[src/rtl/mlp_ybuf_ctrl.sv]
// mlp_ybuf_ctrl: collects per-image class scores from the MLP datapath and
// writes them, one word per handshake, into the output buffer at consecutive
// word-aligned byte addresses. It signals completion with a one-cycle
// interrupt and a sticky LED level.
//
// Optional feature macro: YBUF_ARGMAX_EN. When it is defined, a per-image
// signed argmax tracker drives pred_valid_o/pred_class_o. Otherwise both
// outputs are tied low.
//
// Handshake: res_ready_o is high for the whole RUN state and low everywhere
// else. A score is accepted in any cycle where res_valid_i && res_ready_o.
// The controller applies no backpressure inside RUN.
module mlp_ybuf_ctrl #(
    parameter int IN_IMG_NUM       = 10,
    parameter int CLASS_NUM        = 10,
    parameter int Y_BUF_DATA_WIDTH = 32,
    parameter int Y_BUF_ADDR_WIDTH = 32,
    localparam int CLS_W           = (CLASS_NUM > 1) ? $clog2(CLASS_NUM) : 1
) (
    input  logic                        clk_i,
    input  logic                        rstn_i,
    input  logic                        start_i,
    input  logic                        res_valid_i,
    input  logic [Y_BUF_DATA_WIDTH-1:0] res_data_i,
    output logic                        res_ready_o,
    output logic                        y_buf_en,
    output logic                        y_buf_wr_en,
    output logic [Y_BUF_ADDR_WIDTH-1:0] y_buf_addr,
    output logic [Y_BUF_DATA_WIDTH-1:0] y_buf_data,
    output logic                        busy_o,
    output logic                        done_intr_o,
    output logic                        done_led_o,
    output logic                        pred_valid_o,
    output logic [CLS_W-1:0]            pred_class_o,
    output logic [1:0]                  dbg_state_o
);

    localparam int TOTAL = IN_IMG_NUM * CLASS_NUM;
    localparam int CNT_W = $clog2(TOTAL + 1);

    typedef enum logic [1:0] {
        S_IDLE  = 2'd0,
        S_RUN   = 2'd1,
        S_FLUSH = 2'd2,
        S_DONE  = 2'd3
    } state_e;

    state_e                      state_q, state_d;
    logic [CNT_W-1:0]            cnt_q;
    logic [Y_BUF_ADDR_WIDTH-1:0] addr_q, addr_d;
    logic [Y_BUF_DATA_WIDTH-1:0] data_q;
    logic                        wr_q;
    logic                        led_q;
    logic                        hs;
    logic                        last_word;
    logic                        start_run;

    assign hs        = (state_q == S_RUN) && res_valid_i;
    assign last_word = (cnt_q == CNT_W'(TOTAL - 1));
    assign start_run = (state_q == S_IDLE) && start_i;

    // State register.
    always_ff @(posedge clk_i or negedge rstn_i) begin
        if (!rstn_i) state_q <= S_IDLE;
        else         state_q <= state_d;
    end

    // Next-state logic and byte address of the word being accepted.
    always_comb begin
        state_d = state_q;
        addr_d  = Y_BUF_ADDR_WIDTH'(cnt_q) << 2;
        case (state_q)
            S_IDLE:  if (start_i) state_d = S_RUN;
            S_RUN:   if (hs && last_word) state_d = S_FLUSH;
            S_FLUSH: state_d = S_DONE;
            S_DONE:  state_d = S_IDLE;
            default: state_d = S_IDLE;
        endcase
    end

    // Write path: register the accepted score and address, then strobe once.
    always_ff @(posedge clk_i or negedge rstn_i) begin
        if (!rstn_i) begin
            wr_q   <= 1'b0;
            cnt_q  <= '0;
            addr_q <= '0;
            data_q <= '0;
        end else begin
            wr_q <= hs;
            if (hs) begin
                data_q <= res_data_i;
                addr_q <= addr_d;
                cnt_q  <= cnt_q + 1'b1;
            end else if (start_run) begin
                cnt_q <= '0;
            end
        end
    end

    // Sticky completion level: set entering DONE, cleared when a new run starts.
    always_ff @(posedge clk_i or negedge rstn_i) begin
        if (!rstn_i)                 led_q <= 1'b0;
        else if (state_q == S_FLUSH) led_q <= 1'b1;
        else if (start_run)          led_q <= 1'b0;
    end

    assign res_ready_o = (state_q == S_RUN);
    assign busy_o      = (state_q != S_IDLE);
    assign done_intr_o = (state_q == S_DONE);
    assign done_led_o  = led_q;
    assign y_buf_en    = wr_q;
    assign y_buf_wr_en = wr_q;
    assign y_buf_addr  = addr_q;
    assign y_buf_data  = data_q;
    assign dbg_state_o = state_q;

`ifdef YBUF_ARGMAX_EN
    logic signed [Y_BUF_DATA_WIDTH-1:0] max_q, max_d;
    logic [CLS_W-1:0]                   cls_q, idx_q, idx_d, pc_q;
    logic                               pv_q;
    logic                               take_new;
    logic                               last_cls;

    // Running maximum candidate; strict compare keeps the lower index on ties.
    always_comb begin
        last_cls = (cls_q == CLS_W'(CLASS_NUM - 1));
        take_new = (cls_q == '0) || ($signed(res_data_i) > max_q);
        max_d    = take_new ? $signed(res_data_i) : max_q;
        idx_d    = take_new ? cls_q : idx_q;
    end

    // Per-image tracker; publishes the argmax alongside the last class write.
    always_ff @(posedge clk_i or negedge rstn_i) begin
        if (!rstn_i) begin
            max_q <= '0;
            cls_q <= '0;
            idx_q <= '0;
            pc_q  <= '0;
            pv_q  <= 1'b0;
        end else begin
            pv_q <= hs && last_cls;
            if (start_run) begin
                cls_q <= '0;
            end else if (hs) begin
                max_q <= max_d;
                idx_q <= idx_d;
                cls_q <= last_cls ? '0 : cls_q + 1'b1;
                if (last_cls) pc_q <= idx_d;
            end
        end
    end

    assign pred_valid_o = pv_q;
    assign pred_class_o = pc_q;
`else
    assign pred_valid_o = 1'b0;
    assign pred_class_o = '0;
`endif

endmodule

[config.mk]
export PLATFORM = sky130hd
export DESIGN_NAME = mlp_ybuf_ctrl
export DESIGN_NICKNAME = d
export VERILOG_FILES = /design/src/rtl/mlp_ybuf_ctrl.sv
export SDC_FILE = /design/constraint.sdc
export NUM_CORES = 1
export LEC_CHECK = 0
export BUFFER_PORTS_ARGS = -buffer_cell sky130_fd_sc_hd__buf_2
export CORE_ASPECT_RATIO = 1.25
export CORE_MARGIN = 1
export CORE_UTILIZATION = 30
export CTS_CLUSTER_SIZE = 16
export DETAILED_ROUTE_END_ITERATION = 12
export HOLD_SLACK_MARGIN = 0.03
export MAX_ROUTING_LAYER = met4
export SLEW_MARGIN = 20
export SYNTH_ARGS = -nofsm -noshare
export SYNTH_HDL_FRONTEND = slang
export SYNTH_SLANG_ARGS = --single-unit
export TNS_END_PERCENT = 1
[constraint.sdc]
create_clock -name clk_i -period 4.4 [get_ports clk_i]
set_input_delay 0 -clock clk_i [delete_from_list [all_inputs] [get_ports clk_i]]
set_output_delay 0 -clock clk_i [all_outputs]
set_load 0.02 [all_outputs]
==> reports/metrics.yaml, run 1 <==
floorplanning:
  coreArea_um2: 7360
  fp.dieH_um: 99.4
  start_util_pct: 31.0
  rows: 35
  die_w_um: 79.9
  die_area_um2: 7950
  io_pins: 113
placed_design:
  dp_hpwl_um: 3020
  postPlaceCellArea_um2: 2650
  gp_congestion: 0.721
  portBuffers: 82
  dp.cells: 416
setup_path:
  worstPathCellList: "inv_1 > ha_1 > nand2_2 > inv_2 > a21oi_1 > o21ai_0 > o21ai_0"
  start_kind: "flop"
  r2r_cells: 7
  cp.required_ns: 4.61
  path_buf_inv: 2
  cp_top_family: "compound AO/OA/AOI/OAI gates"
  rr_startpoint: "dbg_state_o[1]"
  rrSetupSlack_ns: 1.57
  startpoint: "dbg_state_o[1]"
  r2r_end: "cnt_q[2]"
  slowest_stage: "nand2_2"
  max_stage_delay_ns: 0.64
  arrival_ns: 3.04
  end_kind: "flop"
  crit_cells: 7
  cpMostUsedCell: "o21ai_0"
  crit_type: "reg -> reg"
  cp-endpoint: "cnt_q[2]"
  cp_max_fo: 47
clocking:
  cts-root-buf: "clkbuf_8"
  cts_tree: "done"
  cts_setup_buffers: 0
  h-tree-depth: 2
  cts_buffers: 5
  cts_sinks: 50
  clk_pin_slew_ns: 0.09
  cts-resized-gates: 0
  clk_latency_ns: 0.30
  ctsLongestPathBuffers: 2
power_and_ir_drop:
  p_leak_nw: 1.74
  ir_worst_vdd_mv: 0.172
  intPower_mw: 0.776
  seq_power_share_pct: 49.3
  pwr-share-comb_pct: 22.1
  finalPower_mw: 1.13
  power_density_nw_per_um2: 365
  clock_power_share_pct: 28.6
  switching_share_pct: 31.5
  switching_power_mw: 0.356
yosys:
  synth_edf_count: 0
  synth_cell_types: 23
  syn-cell-area_um2: 2280
  synthTopCellsByArea: "dfrtp_1 55%, nand2_1 20%, buf_4 10%"
  yosys_register_bits: 50
  avgSynthCellArea_um2: 9.00
  yosys_warnings: 0
  netlist_instances: 253
  synthFlopType: "dfrtp_1"
  ys_seq_area_share_pct: 54.9
  synth_top_cell_by_area: "dfrtp_1"
  synth_top_area_share_pct: 54.9
  synthArstFlopShare_pct: 100
run:
  cap_violations: 0
layout:
  antenna_cells: 0
  layout.nets: 407
  finalNonFillerCells: 458
  syn2layout_area_growth_pct: 36.3
  final_area_um2: 3100
  final_layout_size_suffix_gt1_share_pct: 26.2
  final_core_util_pct: 42.2
sta:
  maxSlewHeadroom_pct: 42.4
  rsz0062_at_grt: "false"
  clock_skew_ns: 0.00560
  worst_pin_slew_ns: 0.861
  maxSlewViolCount: 0
  hold_viol: 0
  fin_setup_tns_ns: 0
  finalCritPeriodShare_pct: 64.3
  max_freq_mhz: 353
  setup_viol: 0
  post-route-min-period_ns: 2.83
routing:
  ant_nets: 0
  drtPass1Iterations: 4
  wl_per_cell_um: 10.5
  drtIter0Drc: 66
  drc: 0
  vias_per_cell: 4.19
  via_count: 1917
  wirelength_um: 4810
status:
  status: "finished, final reports clean"
min_path:
  holdCritPathClass: "in -> reg"
global_route:
  grt_pass1_wl_um: 8000
  grt_pass1_vias: 1759
  globalRouteOverflowTotal: 0
  grt.total_usage_pct: 13.2
  antenna_found_initial: 0
  grt_max_degree: 51
==> cell families after synthesis <==
| group | count (synthesis) | synth area share [%] |
|---|---|---|
| muxes | 2 | 1.10 |
| AOI/OAI and AO/OA | 20 | 5.55 |
| DFF | 50 | 54.9 |
| and+or+nand+nor | 130 | 22.6 |
| buffers and inverters | 44 | 12.4 |
| other | 1 | 0.165 |
| adders and majority gates | 6 | 3.30 |
==> power groups by stage <==
stage	Sequential (mW)	Clock, mW	Combinational (mW)
2_1_floorplan	0.613	0	0.116
3_3_place_gp	0.566	0	0.226
3_5_place_dp	0.568	0	0.229
4_1_cts	0.559	0.341	0.252
5_1_grt	0.568	0.355	0.279
6_report	0.558	0.323	0.250
==> sequential cells by signal, indices dropped and copies added (netlist names) <==
name	flops
dbg_state_o	2
y_buf_data	32
done_led_o	1
y_buf_en	1
cnt_q	7
y_buf_addr	7
==> worst min path at each step <==
| stage | from | to | depth (start not counted) |
|---|---|---|---|
| floorplan | rstn_i | cnt_q[0] | 0 |
| global route | res_valid_i | dbg_state_o[0] | 5 |
| detailed placement | rstn_i | y_buf_data[1] | 1 |
| global placement | res_data_i[16] | y_buf_data[16] | 3 |
| CTS | res_valid_i | dbg_state_o[0] | 5 |
| finish | res_valid_i | dbg_state_o[0] | 5 |
==> cells in the final DEF (no fill, tap or decap), drive strengths merged, types with 4 or more instances in the layout <==
cell	instances
buf	82
dlygate4sd3	34
nand2	121
clkbuf	5
dfrtp	50
nand4	4
o21ai	12
inv	4
conb	30
a31oi	4
ha	6
==> through the flow <==
| stage | hold slack [ns] | setup slack, ns |
|---|---|---|
| 2_1_floorplan | -0.296 | 2.61 |
| 4_1_cts | 0.140 | 1.45 |
| 3_5_place_dp | 0.0690 | 1.48 |
| 3_3_place_gp | 0.190 | 1.58 |
| 5_1_grt | 0.165 | 1.07 |
| 6_report | 0.148 | 1.57 |
==> what timing repair did <==
item	4_1_cts	5_1_grt
hold buffers	34	0
endpoints found under the hold margin	83	0
setup endpoints to repair	0	0
==> synthesized netlist by cell type, types with 2 or more instances <==
cell	count
dfrtp_1	50
nand2_1	121
nand4_1	4
inv_1	3
buf_1	3
buf_4	31
a31oi_1	4
ha_1	6
o21ai_0	11
clkbuf_1	6
nor2_1	2
==> area by class of cell <==
class | instances | area [um2]
repair buffers | 116 | 753
fillers | 738 | 4250
inverters | 4 | 15.0
well taps | 92 | 115
flip-flops and latches | 50 | 1250
multi-input cells | 188 | 856
clock inverters | 3 | 45.0
clock buffers | 5 | 68.8
==> per-layer routing <==
layer / GRT usage, % / vias up / share of wire (%) / wire length [um]
met1: 15.6 / 885 / 44 / 2140
met3: 3.39 / 4 / 6.1 / 295
met5: - / - / 0 / 0
met4: 2.88 / 0 / 0.54 / 26
li1: - / 953 / - / -
met2: 22.4 / 75 / 49 / 2350
==> worst reg2reg max path: stages (launching register included) <==
cell	delay, ns
dfrtp_1	0.41
inv_1	0.10
ha_1	0.23
nand2_2	0.64
inv_2	0.58
a21oi_1	0.54
o21ai_0	0.15
o21ai_0	0.09
No activity file was read; power rests on OpenSTA's default activity.
==> inputs of run 2 (changes only) <==
==> constraint.sdc (replaced) <==
create_clock -name clk_i -period 2.75 [get_ports clk_i]
set_input_delay 0 -clock clk_i [delete_from_list [all_inputs] [get_ports clk_i]]
set_output_delay 0 -clock clk_i [all_outputs]
set_load 0.02 [all_outputs]
==> run 2 against run 1 <==
  * Core utilization increased by 0.20 points
  * Wire length rose by 3.0%
  * Final cell count grew 0.44%
  * Clock skew up 0.0012 ns
  * Non-clock buffer count rose by 2
  * Setup slack lost 0.68 ns
  * Die area stayed put
  * Worst hold slack better by 0.043 ns
  * Count of clock-buffer cells in the layout unchanged
  * Largest power group unchanged
==> reports/metrics.yaml, run 2 (synthesis results as in run 1) <==
routing:
  wirelength_um: 4950  # +3.0%
  drc: 0  # unchanged
  wl_per_cell_um: 10.8  # +2.5%
  drtIter0Drc: 71  # +7.6%
  vias_per_cell: 4.15  # -0.90%
  drtPass1Iterations: 4  # unchanged
  via_count: 1908  # -0.47%
  ant_nets: 0  # unchanged
clocking:
  cts-root-buf: "clkbuf_8"
  cts_tree: "done"
  cts_buffers: 5  # unchanged
  clk_latency_ns: 0.29  # about the same
  ctsLongestPathBuffers: 2  # unchanged
  clk_pin_slew_ns: 0.09  # about the same
  h-tree-depth: 2  # unchanged
  cts_setup_buffers: 0  # unchanged
  cts-resized-gates: 0  # unchanged
  cts_sinks: 50  # unchanged
power_and_ir_drop:
  pwr-share-comb_pct: 22.2  # about the same
  switching_share_pct: 31.3  # -0.12 points
  ir_worst_vdd_mv: 0.263  # +53%
  clock_power_share_pct: 28.5  # about the same
  power_density_nw_per_um2: 580  # +59%
  seq_power_share_pct: 49.3  # about the same
  intPower_mw: 1.24  # +60%
  p_leak_nw: 1.75  # +0.55%
  switching_power_mw: 0.567  # +59%
sta:
  setup_viol: 0  # unchanged
  maxSlewViolCount: 0  # unchanged
  finalCritPeriodShare_pct: 67.7  # +3.4 points
  maxSlewHeadroom_pct: 58.4  # +16 points
  timing.hold.ws_ns: 0.191  # +0.0430 ns
  hold_viol: 0  # unchanged
  post-route-min-period_ns: 1.86  # -0.969 ns
  rsz0062_at_grt: "false"
  fin_setup_tns_ns: 0  # unchanged
  clock_skew_ns: 0.00680  # +0.00120 ns
  worst_pin_slew_ns: 0.624  # -0.237 ns
  max_freq_mhz: 537  # +52%
layout:
  final_layout_size_suffix_gt1_share_pct: 26.6  # +0.40 points
  multi_input_area_um2: 856  # unchanged
  largest_register_ffs: 32  # unchanged
  syn2layout_area_growth_pct: 37.0
  antenna_cells: 0  # unchanged
  final_cell_mix: "120 x nand2_1, 81 x buf_2, 50 x dfrtp_1"
  final_common_cell: "nand2_1"
  layout.nets: 409  # +0.49%
  n_fill_cell: 744  # +0.81%
  seq_area_um2: 1250  # unchanged
run:
  cap_violations: 0  # unchanged
setup_path:
  rr_startpoint: "dbg_state_o[1]"
  crit_type: "reg -> reg"
  arrival_ns: 2.08  # -0.96 ns
  cp.required_ns: 2.97  # -1.64 ns
  rrSetupSlack_ns: 0.89  # -0.68 ns
  r2r_end: "cnt_q[5]"
  cp_max_fo: 25  # -47%
  start_kind: "flop"
  r2r_cells: 7  # unchanged
  end_kind: "flop"
floorplanning:
  start_util_pct: 31.0  # unchanged
  die_w_um: 79.9  # unchanged
  rows: 35  # unchanged
  die_area_um2: 7950  # unchanged
  coreArea_um2: 7360  # unchanged
  fp.dieH_um: 99.4  # unchanged
  io_pins: 113  # unchanged
min_path:
  holdCritPathClass: "in -> reg"
  min-delay-start: "res_valid_i"
  min_to: "dbg_state_o[0]"
  whs_path_depth: 5  # unchanged
placed_design:
  portBuffers: 82  # unchanged
  dp_hpwl_um: 3150  # +4.3%
  gp_congestion: 0.756  # +4.9%
global_route:
  grt_max_degree: 51  # unchanged
  grt.total_usage_pct: 13.5  # +0.27 points
  grt_pass1_vias: 1879  # +6.8%
  grt_pass1_wl_um: 8220  # +2.7%
  antenna_found_initial: 0  # unchanged
  globalRouteOverflowTotal: 0  # unchanged
status:
  status: "finished, final reports clean"
## run 2: cell types whose count changed in the layout (fill, tap and decap cells not counted)
cell	previous run	this run
buf_4	1	3
## run 2: power groups by stage
stage,clock [mW],combinational (mW),sequential (mW)
after floorplan,0,0.185,0.981
after global placement,0,0.367,0.904
after detailed placement,0,0.370,0.904
after CTS,0.539,0.406,0.891
after global routing,0.570,0.449,0.905
final,0.516,0.403,0.892
## run 2: cell type report
| class | count | share of cell area (%) |
|---|---|---|
| flip-flops and latches | 50 | 40.1 |
| multi-input cells | 188 | 27.4 |
| repair buffers | 118 | 24.6 |
| well taps | 92 | 3.69 |
| clock buffers | 5 | 2.21 |
| clock inverters | 3 | 1.44 |
| inverters | 4 | 0.481 |
## run 2: stage by stage
step | std cells | setup WS, ns | cell area [um2] | utilization, % | power [mW]
after floorplan | 282 | 0.964 | 2390 | - | 1.17
after global placement | 418 | 0.962 | 2660 | 36.2 | 1.27
after detailed placement | 418 | 0.861 | 2670 | 36.2 | 1.27
after CTS | 460 | 0.856 | 3120 | 42.4 | 1.84
after global routing | 460 | 0.672 | 3120 | 42.4 | 1.92
final | 460 | 0.889 | 3120 | 42.4 | 1.81
## run 2: how the worst max path moves through the flow
stage | startpoint | to | slack, ns | cells after the start
after global placement | dbg_state_o[1] | cnt_q[4] | 0.96 | 7
after CTS | dbg_state_o[1] | cnt_q[5] | 0.86 | 7
final | dbg_state_o[1] | cnt_q[5] | 0.89 | 7
after floorplan | dbg_state_o[1] | cnt_q[0] | 0.96 | 6
after global routing | dbg_state_o[1] | cnt_q[6] | 0.67 | 7
after detailed placement | dbg_state_o[1] | cnt_q[5] | 0.86 | 7
## run 2: what timing repair did
action | CTS | global route
hold buffers | 34 | 0
endpoints found under the hold margin | 83 | 0
setup endpoints to repair | 0 | 0
## run 2: layer usage
metal	global-route usage, %	share of wire [%]	vias up
met5	-	0	-
met4	3.30	1.1	0
met3	2.94	5.0	5
met2	24.7	51	70
met1	14.5	43	878
li1	-	-	955
## run 2: critical path, cell delays in order, from the launching register on
cell	delay, ns
dfrtp_1	0.43
inv_1	0.12
ha_1	0.22
nand2_2	0.07
inv_2	0.29
buf_4	0.34
nand4_1	0.11
o21ai_0	0.18
==> inputs of run 3 (changes only) <==
==> constraint.sdc (replaced) <==
create_clock -name clk_i -period 1.9 [get_ports clk_i]
set_input_delay 0 -clock clk_i [delete_from_list [all_inputs] [get_ports clk_i]]
set_output_delay 0 -clock clk_i [all_outputs]
set_load 0.02 [all_outputs]
==> run 3 against run 2 <==
  * Global-route usage grew 0.23 points
  * Combinational power increased by 48%
  * Flip-flop and latch count unchanged
  * Register-to-register slack worse by 0.66 ns
  * First-iteration DRC count rose by 38%
  * Worst hold slack worse by 0.039 ns
  * Sequential share of layout area decreased by 0.35 points
  * Maximum frequency up 11%
  * Highest routed layer unchanged
==> reports/metrics.yaml, run 3 (synthesis results as in run 1) <==
global_route:
  antenna_found_initial: 0  # unchanged
  grt_pass1_wl_um: 8410  # +2.3%
  grt_pass1_vias: 1886  # +0.37%
  grt.total_usage_pct: 13.7  # +0.23 points
  grt_max_degree: 47  # -7.8%
  globalRouteOverflowTotal: 0  # unchanged
routing:
  via_count: 1937  # +1.5%
  wl_per_cell_um: 10.6  # -2.0%
  drc: 0  # unchanged
  wirelength_um: 4890  # -1.3%
  vias_per_cell: 4.18  # +0.86%
  ant_nets: 0  # unchanged
  drtPass1Iterations: 4  # unchanged
  drtIter0Drc: 98  # +38%
setup_path:
  cp.required_ns: 2.10  # -0.87 ns
  arrival_ns: 1.87  # -0.21 ns
  worstPathCellList: "ha_1 > nand2b_4 > o41ai_2 > o21ai_2 > mux2_4"
  path_buf_inv: 0  # -3
  crit_type: "reg -> reg"
  cp_max_fo: 8  # -68%
  start_kind: "flop"
  cp_top_family: "compound AO/OA/AOI/OAI gates"
  max_stage_delay_ns: 0.47  # +0.04 ns
  end_kind: "flop"
  slowest_stage: "dfrtp_1"
sta:
  fin_setup_tns_ns: 0  # unchanged
  rsz0062_at_grt: "false"
  hold_viol: 0  # unchanged
  max_freq_mhz: 598  # +11%
  maxSlewHeadroom_pct: 45.8  # -13 points
  finalWorstSetupSlack_ns: 0.226  # -0.662 ns
  worst_pin_slew_ns: 0.813  # +0.189 ns
  finalCritPeriodShare_pct: 88.1  # +20 points
  clock_skew_ns: 0.00727  # +0.000468 ns
  post-route-min-period_ns: 1.67  # -0.188 ns
  setup_viol: 0  # unchanged
  maxSlewViolCount: 0  # unchanged
floorplanning:
  die_area_um2: 7950  # unchanged
  fp.dieH_um: 99.4  # unchanged
  rows: 35  # unchanged
  io_pins: 113  # unchanged
  start_util_pct: 31.0  # unchanged
  die_w_um: 79.9  # unchanged
  coreArea_um2: 7360  # unchanged
layout:
  n_fill_cell: 738  # -0.81%
  final_layout_size_suffix_gt1_share_pct: 27.2  # +0.59 points
  final_cell_mix: "120 x nand2_1, 82 x buf_2, 50 x dfrtp_1"
  finalNonFillerCells: 463  # +0.65%
  final_common_cell: "nand2_1"
  antenna_cells: 0  # unchanged
  syn2layout_area_growth_pct: 38.2
  layout.nets: 412  # +0.73%
  final_core_util_pct: 42.8  # +0.37 points
  largest_register_ffs: 32  # unchanged
clocking:
  h-tree-depth: 2  # unchanged
  cts_sinks: 50  # unchanged
  cts_setup_buffers: 0  # unchanged
  clk_pin_slew_ns: 0.09  # about the same
  cts_buffers: 5  # unchanged
  cts_tree: "done"
  cts-root-buf: "clkbuf_8"
  clk_latency_ns: 0.30  # about the same
  ctsLongestPathBuffers: 2  # unchanged
placed_design:
  dp_slack_ns: 0.211  # -0.651 ns
  portBuffers: 82  # unchanged
  dp_hpwl_um: 3170  # +0.46%
  dp.cells: 421  # +0.72%
  gp_congestion: 0.729  # -3.6%
min_path:
  holdCritPathClass: "in -> reg"
power_and_ir_drop:
  ir_worst_vdd_mv: 0.335  # +27%
  p_leak_nw: 1.77  # +0.94%
  power_density_nw_per_um2: 840  # +45%
run:
  cap_violations: 0  # unchanged
status:
  status: "finished, final reports clean"
## run 3: power by group
part / internal, mW / switching, mW
registers: 1.19 / 0.103
logic: 0.230 / 0.368
clock network: 0.392 / 0.363
total: 1.81 / 0.833
## run 3: what timing repair did
item / 4_1_cts / 5_1_grt
hold endpoints to repair: 67 / 0
resized for setup: 0 / 2
hold buffers: 34 / 0
setup endpoints to repair: 0 / 2
## run 3: metrics by stage
step / area (um2) / hold slack [ns] / power [mW]
floorplan: 2390 / -0.296 / 1.69
global placement: 2690 / 0.131 / 1.85
detailed placement: 2690 / 0.144 / 1.86
CTS: 3140 / 0.156 / 2.69
global route: 3150 / 0.161 / 2.82
finish: 3150 / 0.152 / 2.64
## run 3: path summary, 6_finish.rpt
kind	startpoint	end	slack (ns)	depth (start not counted)
max reg2reg	cnt_q[0]	dbg_state_o[1]	0.23	5
min reg2reg	y_buf_data[24]	y_buf_data[24]	0.47	2
min	res_valid_i	dbg_state_o[0]	0.15	5
max in group asynchronous	rstn_i	cnt_q[2]	0.93	3
min in group asynchronous	rstn_i	y_buf_data[0]	0.31	2
max	cnt_q[0]	dbg_state_o[1]	0.23	5
## run 3: layout make-up
cell class	count	area [um2]	share of cell area, %
Inverter	4	15.0	0.477
Sequential cell	50	1250	39.8
Tap cell	92	115	3.66
Multi-Input combinational cell	188	856	27.2
Clock inverter	3	45.0	1.43
Timing Repair Buffer	121	796	25.3
Clock buffer	5	68.8	2.19
## run 3: worst reg2reg max path: stages, from the launching register on
cell      delay, ns
dfrtp_1        0.47
ha_1           0.25
nand2b_4       0.06
o41ai_2        0.34
o21ai_2        0.13
mux2_4         0.31
## run 3: per-layer routing
layer  track usage (%)  share of wire [%]  vias up
met5                 -                  0        -
met4              3.30               0.82        0
met3              3.12                5.3        4
met2              24.8                 50       68
met1              15.0                 44      903
li1                  -                  -      962
